File: src/rtl/oh_clockor_ctrl.sv
// oh_clockor_ctrl: break-before-make select controller
// for an N-input one-hot clock OR tree.
module oh_clockor_ctrl #(
  parameter int N = 4,
  parameter int GAP = 4,
  parameter int DEFAULT = 0,
  localparam int SW = (N > 1) ? $clog2(N) : 1
) (
  input  logic          clk,
  input  logic          nreset,
  input  logic          sel_valid,
  input  logic          sel_off,
  input  logic [SW-1:0] sel,
  output logic          sel_ready,
  output logic [N-1:0]  en,
  output logic [SW-1:0] cur_sel,
  output logic          cur_on,
  output logic          busy,
  output logic          err
);

  localparam int CW = $clog2(GAP + 1);
  localparam logic [N-1:0] ONE = N'(1);
  localparam logic [N-1:0] DEF_EN = ONE << DEFAULT;
  localparam logic [SW-1:0] DEF_SEL = SW'(DEFAULT);
  localparam logic [CW-1:0] CNT_INIT = CW'(GAP);
  localparam logic [SW:0] NLIM = (SW+1)'(N);

  typedef enum logic [1:0] {
    S_IDLE,
    S_GAP,
    S_ON
  } state_t;

  state_t        state;
  logic [CW-1:0] cnt;
  logic [SW-1:0] tgt;
  logic          tgt_off;
  logic          sel_bad;
  logic          sel_same;
  logic          off_nop;

  // classify the request presented this cycle
  always_comb begin
    sel_bad  = !sel_off && ({1'b0, sel} >= NLIM);
    sel_same = !sel_off && cur_on && (sel == cur_sel);
    off_nop  = sel_off && !cur_on;
  end

  // select FSM: IDLE -> GAP (all off) -> ON -> IDLE
  always_ff @(posedge clk or negedge nreset) begin
    if (!nreset) begin
      state     <= S_IDLE;
      cnt       <= '0;
      tgt       <= DEF_SEL;
      tgt_off   <= 1'b0;
      en        <= DEF_EN;
      cur_sel   <= DEF_SEL;
      cur_on    <= 1'b1;
      sel_ready <= 1'b1;
      busy      <= 1'b0;
      err       <= 1'b0;
    end else begin
      err <= 1'b0;
      unique case (state)
        S_IDLE: begin
          if (sel_valid) begin
            unique case (1'b1)
              sel_bad: err <= 1'b1;
              sel_same, off_nop: ;
              default: begin
                tgt       <= sel;
                tgt_off   <= sel_off;
                en        <= '0;
                cur_on    <= 1'b0;
                cnt       <= CNT_INIT;
                state     <= S_GAP;
                sel_ready <= 1'b0;
                busy      <= 1'b1;
              end
            endcase
          end
        end
        S_GAP: begin
          cnt <= cnt - 1'b1;
          if (cnt == CW'(1)) begin
            state <= S_ON;
            if (!tgt_off) begin
              en      <= ONE << tgt;
              cur_sel <= tgt;
              cur_on  <= 1'b1;
            end
          end
        end
        S_ON: begin
          state     <= S_IDLE;
          sel_ready <= 1'b1;
          busy      <= 1'b0;
        end
        default: state <= S_IDLE;
      endcase
    end
  end

endmodule

File: config.mk
export PLATFORM = sky130hd
export DESIGN_NAME = oh_clockor_ctrl
export DESIGN_NICKNAME = d
export VERILOG_FILES = /design/src/rtl/oh_clockor_ctrl.sv
export SDC_FILE = /design/constraint.sdc
export NUM_CORES = 1
export LEC_CHECK = 0
export ABC_AREA = 1
export CELL_PAD_IN_SITES_DETAIL_PLACEMENT = 1
export CELL_PAD_IN_SITES_GLOBAL_PLACEMENT = 2
export CORE_UTILIZATION = 35
export CTS_CLUSTER_SIZE = 30
export DETAILED_ROUTE_END_ITERATION = 8
export DONT_BUFFER_PORTS = 1
export PLACE_DENSITY = 0.83
export SLEW_MARGIN = 20
export SYNTH_ARGS = -nofsm -noshare
export SYNTH_HDL_FRONTEND = slang
export SYNTH_SLANG_ARGS = --single-unit
File: constraint.sdc
create_clock -name clk -period 1.4 [get_ports clk]
set_input_delay 0.28 -clock clk [delete_from_list [all_inputs] [get_ports clk]]
set_output_delay 0.28 -clock clk [all_outputs]
set_load 0.03 [all_outputs]
==> results by stage <==
Yosys:
- By area the synthesized netlist is led by dfrtp_1 39%, nand2_1 15%, dfstp_2 8.8%, inv_1 7.1%, nand3_1 4.5%.
- The proportion of synthesized flip-flops having asynchronous set or reset is 100.0%.
- The number of flops mapped to enable cells by yosys is 0.
- In this run the biggest area consumer among cell types represents 39.11% of the synthesized area.
- After synthesis the netlist holds a flip-flop and latch count of 17.
- The number of distinct library cells after synthesis is 22.
- nand2_1 is the most common cell in the netlist.
- The number of instances in the synthesized netlist is approximately 110.
- The mapped netlist covers between 800 and 900 um^2.
- The part of the Yosys area used for sequential elements is 47.91%.
- The number of nets produced by synthesis is 116.
- The prevailing post-synth register cell is dfrtp_1.
- The average cell area after synthesis is roughly 8.3 um^2.
- By count the netlist is led by 36 x nand2_1, 17 x inv_1, 14 x dfrtp_1, 8 x nand3_1, 5 x nor2_1.
- For this run, the number of Yosys warnings is 0.
- The cell type with the largest total area after synthesis is dfrtp_1.

Clock tree:
- The largest buffer count on any clock path is 2.
- The number of sinks handled by clock tree synthesis is 17.
- CTS built an H-tree with a depth of 1.
- The source-to-sink clock delay at the later pin of the worst-skew pair is 280 ps.
- After clock tree synthesis, the clock-pin slew on the worst setup and hold paths is ~100 ps.
- The TritonCTS clock tree is yes.
- The number of buffers added by the clock tree synthesis step is 3.
- CTS placed an instance of clkbuf_4 at the clock tree root.

Timing:
- The number of pins exceeding their max-slew limit in the final report came to 0.
- Subtracting the final worst setup slack from the clock period gives approximately 1400 ps.
- The hold slack is 151.5 ps.
- Once routing completed, OpenROAD measured the worst setup slack at -12.27 ps.
- The hold violation count in the final report was 0.
- Setup violations remaining at the end of the flow were counted as 2.
- The maximum clock frequency is 0.7081 GHz.
- The headroom to the max-slew limit is approximately half.
- The actual slew at the worst max-slew pin is 775.8 ps.
- Setup repair after global routing could not meet its margin everywhere.
- Between clock sinks in the finished design, the worst skew comes to 1.441 ps.
- The share of the cycle needed by the critical path after routing is 100.9%.
- For the final routed database, the setup TNS stands at -19.72 ps.

Cells and area:
- Leaving out filler cells and counting taps, the final layout contains 153.
- The count of fill cells added during filler insertion is between 200 and 300.
- The repair_antennas step left the layout with diodes totalling 0.
- The area growth from synthesis to final layout is 20.25%.
- In the final design database the tool counted 134 nets.
- For this run, the share of the core covered by cells in the final layout is between 40% and 50%.
- Cells with a size suffix above 1 make up 28.00% of the layout.

Detailed routing:
- The number of routed nets with antenna violations is 0.
- The length of the first detailed-routing pass in iterations is 3.
- The via count normalized by instance count is roughly 4.7.
- The final wirelength is roughly 2000 um.
- The vias after detailed routing is 726.
- The detailed-route wire length per cell is ~13 um.
- The number of design-rule violations left by the first detailed-router iteration is 3.
- The remaining routing DRC violations is 0.

Min path:
- The path with the worst hold slack has its endpoint at tgt[1]$_DFFE_PN0P_.
- The hold path startpoint is sel[1].
- The number of cells on the worst hold path is 2.
- The class of the tightest hold or removal check is in -> reg.

Critical path:
- The critical path is of the reg -> reg type.
- The cell family with the largest share of critical-path delay is flip-flops.
- The critical path launch point type is a register.
- Walking the worst path, the cells encountered are buf_4 -> nor2_1 -> inv_1 -> nand4_4 -> buf_12 -> buf_4 -> o21ai_2.
- The number of cells on the worst reg-to-reg path is 7.
- By instance count, the cell type seen most on the critical path is buf_4.
- The slowest stage cell on the critical path is dfstp_2.
- In this run the critical register-to-register path is launched from cur_on$_DFFE_PN1P_.
- Counting both buffers and inverters, the worst setup path holds a total of 4.
- In this run the critical register-to-register path is captured at tgt_off$_DFFE_PN0P_.
- The worst setup path is captured at a register.
- For flop-to-flop paths, the worst setup slack is -10 ps.
- The maximum net fanout on the critical path is 7.
- For the worst setup path, the data required time is 1620 ps.
- On the worst path, the slowest cell contributes a delay of about 560 ps.
- The data arrival time of the worst path is 1630 ps.

Global route:
- Entering global routing, the biggest net connects 18 pins.
- The number of antenna violations at the first check in global routing is 0.
- The via count of the first global-routing pass is 771.
- In the global route stage, overall resource usage came out at 17.43%.
- The total overflow reported by the global router is 0.
- The wire length of the first global-routing pass is 3415 um.

Job:
- The number of max-cap violations is 0.

Floorplanning:
- The die height is 52.59 um.
- The die covers 2766 um^2.
- In this run the count of I/O pins placed on the die edge is 16.
- Once the floorplan was initialized, standard cells occupied between 30% and 40% of the core.
- The core region is 2318 um^2.
- The die is 52.59 um wide.
- The row count is 17.

Place:
- Routability-driven placement finished with a final weighted congestion of 0.7197.
- The number of cells after detailed placement is 139.
- The count of buffers added on input and output ports is 0.
- The estimated wirelength of the detail-placed design is roughly 1400 um.

Pwr:
- The switching portion of total power is 46.85%.
- The combinational fraction of design power is between 40% and 50%.
- Across the VDD grid, the largest voltage drop is between 0.0009 and 0.001 V.
- The analysis attributes to cell leakage a power of 0.5727 nW.
- In this run, the clock network consumes a little over a tenth of the power.
- The sequential cell fraction of total power is 42.8%.
- The power per cell area is between 2000 and 2500 nW/um^2.
- Cell internal power was estimated by the tool at 1.316 mW.
- The total net switching power is roughly 1.2 mW.

Outcome:
- The final reports fail on setup timing.
- The flow ran to the end, but the final reports show violations.
cell families (layout without fill, tap and decap cells):
logic type	Yosys count	count (layout)	share of synthesized area, %
compound gates	9	9	6.705
flops	17	17	47.91
buf+inv	21	37	10.34
simple gates	58	59	31.84
other cells	1	1	0.4186
fa+ha+maj	2	2	2.793
how the worst max path moves through the flow:
| stage | from | end | slack [ps] | cells after the start |
|---|---|---|---|---|
| 2_1_floorplan | cur_on$_DFFE_PN1P_ | en[1]$_DFFE_PN0P_ | 7 | 9 |
| 3_3_place_gp | cur_on$_DFFE_PN1P_ | en[2]$_DFFE_PN0P_ | 50 | 9 |
| 3_5_place_dp | cur_on$_DFFE_PN1P_ | en[1]$_DFFE_PN0P_ | -10 | 9 |
| 4_1_cts | cur_on$_DFFE_PN1P_ | en[3]$_DFFE_PN0P_ | -5 | 10 |
| 5_1_grt | cur_on$_DFFE_PN1P_ | en[1]$_DFFE_PN0P_ | -90 | 10 |
| 6_report | cur_on$_DFFE_PN1P_ | tgt_off$_DFFE_PN0P_ | -10 | 7 |
through the flow:
stage	setup WS, ps	cell area, um^2	power [mW]
6_report	-12.27	1077	2.476
5_1_grt	-92.36	1077	2.689
4_1_cts	-4.637	1039	2.427
3_5_place_dp	-13.87	949.7	2.056
3_3_place_gp	53.39	949.7	2.015
2_1_floorplan	7.483	895.9	1.784
routing by layer:
layer | global-route usage (%) | routed length, um | part of all wire (%)
met5 | 0 | 0 | 0
met4 | 6.579 | 17 | 0.84
met3 | 2.319 | 70 | 3.5
met2 | 28.48 | 933 | 46
met1 | 23.33 | 993 | 49
cell type report:
| cell class | instances | area, um^2 | share of cell area [%] |
|---|---|---|---|
| multi-input cells | 71 | 389.1 | 36.12 |
| flip-flops and latches | 17 | 429.2 | 39.84 |
| inverters | 19 | 73.82 | 6.853 |
| clock buffers | 4 | 26.28 | 2.439 |
| repair buffers | 14 | 123.9 | 11.50 |
| well taps | 28 | 35.03 | 3.252 |
cells in the final DEF, fill, tap and decap left out, drive strengths merged:
cell	n
o21ai	7
nand3	8
nand4	1
clkbuf	4
nand2	39
dfrtp	14
buf	13
dlygate4sd3	1
nor2	6
ha	2
nor3	5
dfstp	3
o22ai	1
o21bai	1
conb	1
inv	19
sequential cells by signal, summed over array words and instances, names as in the netlist:
register / flops
tgt_off: 1
cnt: 3
en: 4
sel_ready: 1
cur_on: 1
cur_sel: 2
busy: 1
tgt: 2
state: 2
what timing repair did:
item / 4_1_cts / 5_1_grt
pin swaps: 1 / 2
cloned: 0 / 1
hold buffers: 1 / 0
setup endpoints to repair: 4 / 13
setup buffers: 5 / 3
hold endpoints to repair: 17 / 0
resized for setup: 2 / 5
power by group through the flow:
| stage | clock, mW | combinational [mW] | sequential, mW |
|---|---|---|---|
| global route | 0.297 | 1.29 | 1.10 |
| finish | 0.263 | 1.15 | 1.06 |
| floorplan | 0 | 0.689 | 1.09 |
| detailed placement | 0 | 0.979 | 1.08 |
| global placement | 0 | 0.954 | 1.06 |
| CTS | 0.276 | 1.08 | 1.07 |
No activity file was read; power rests on OpenSTA's default activity.
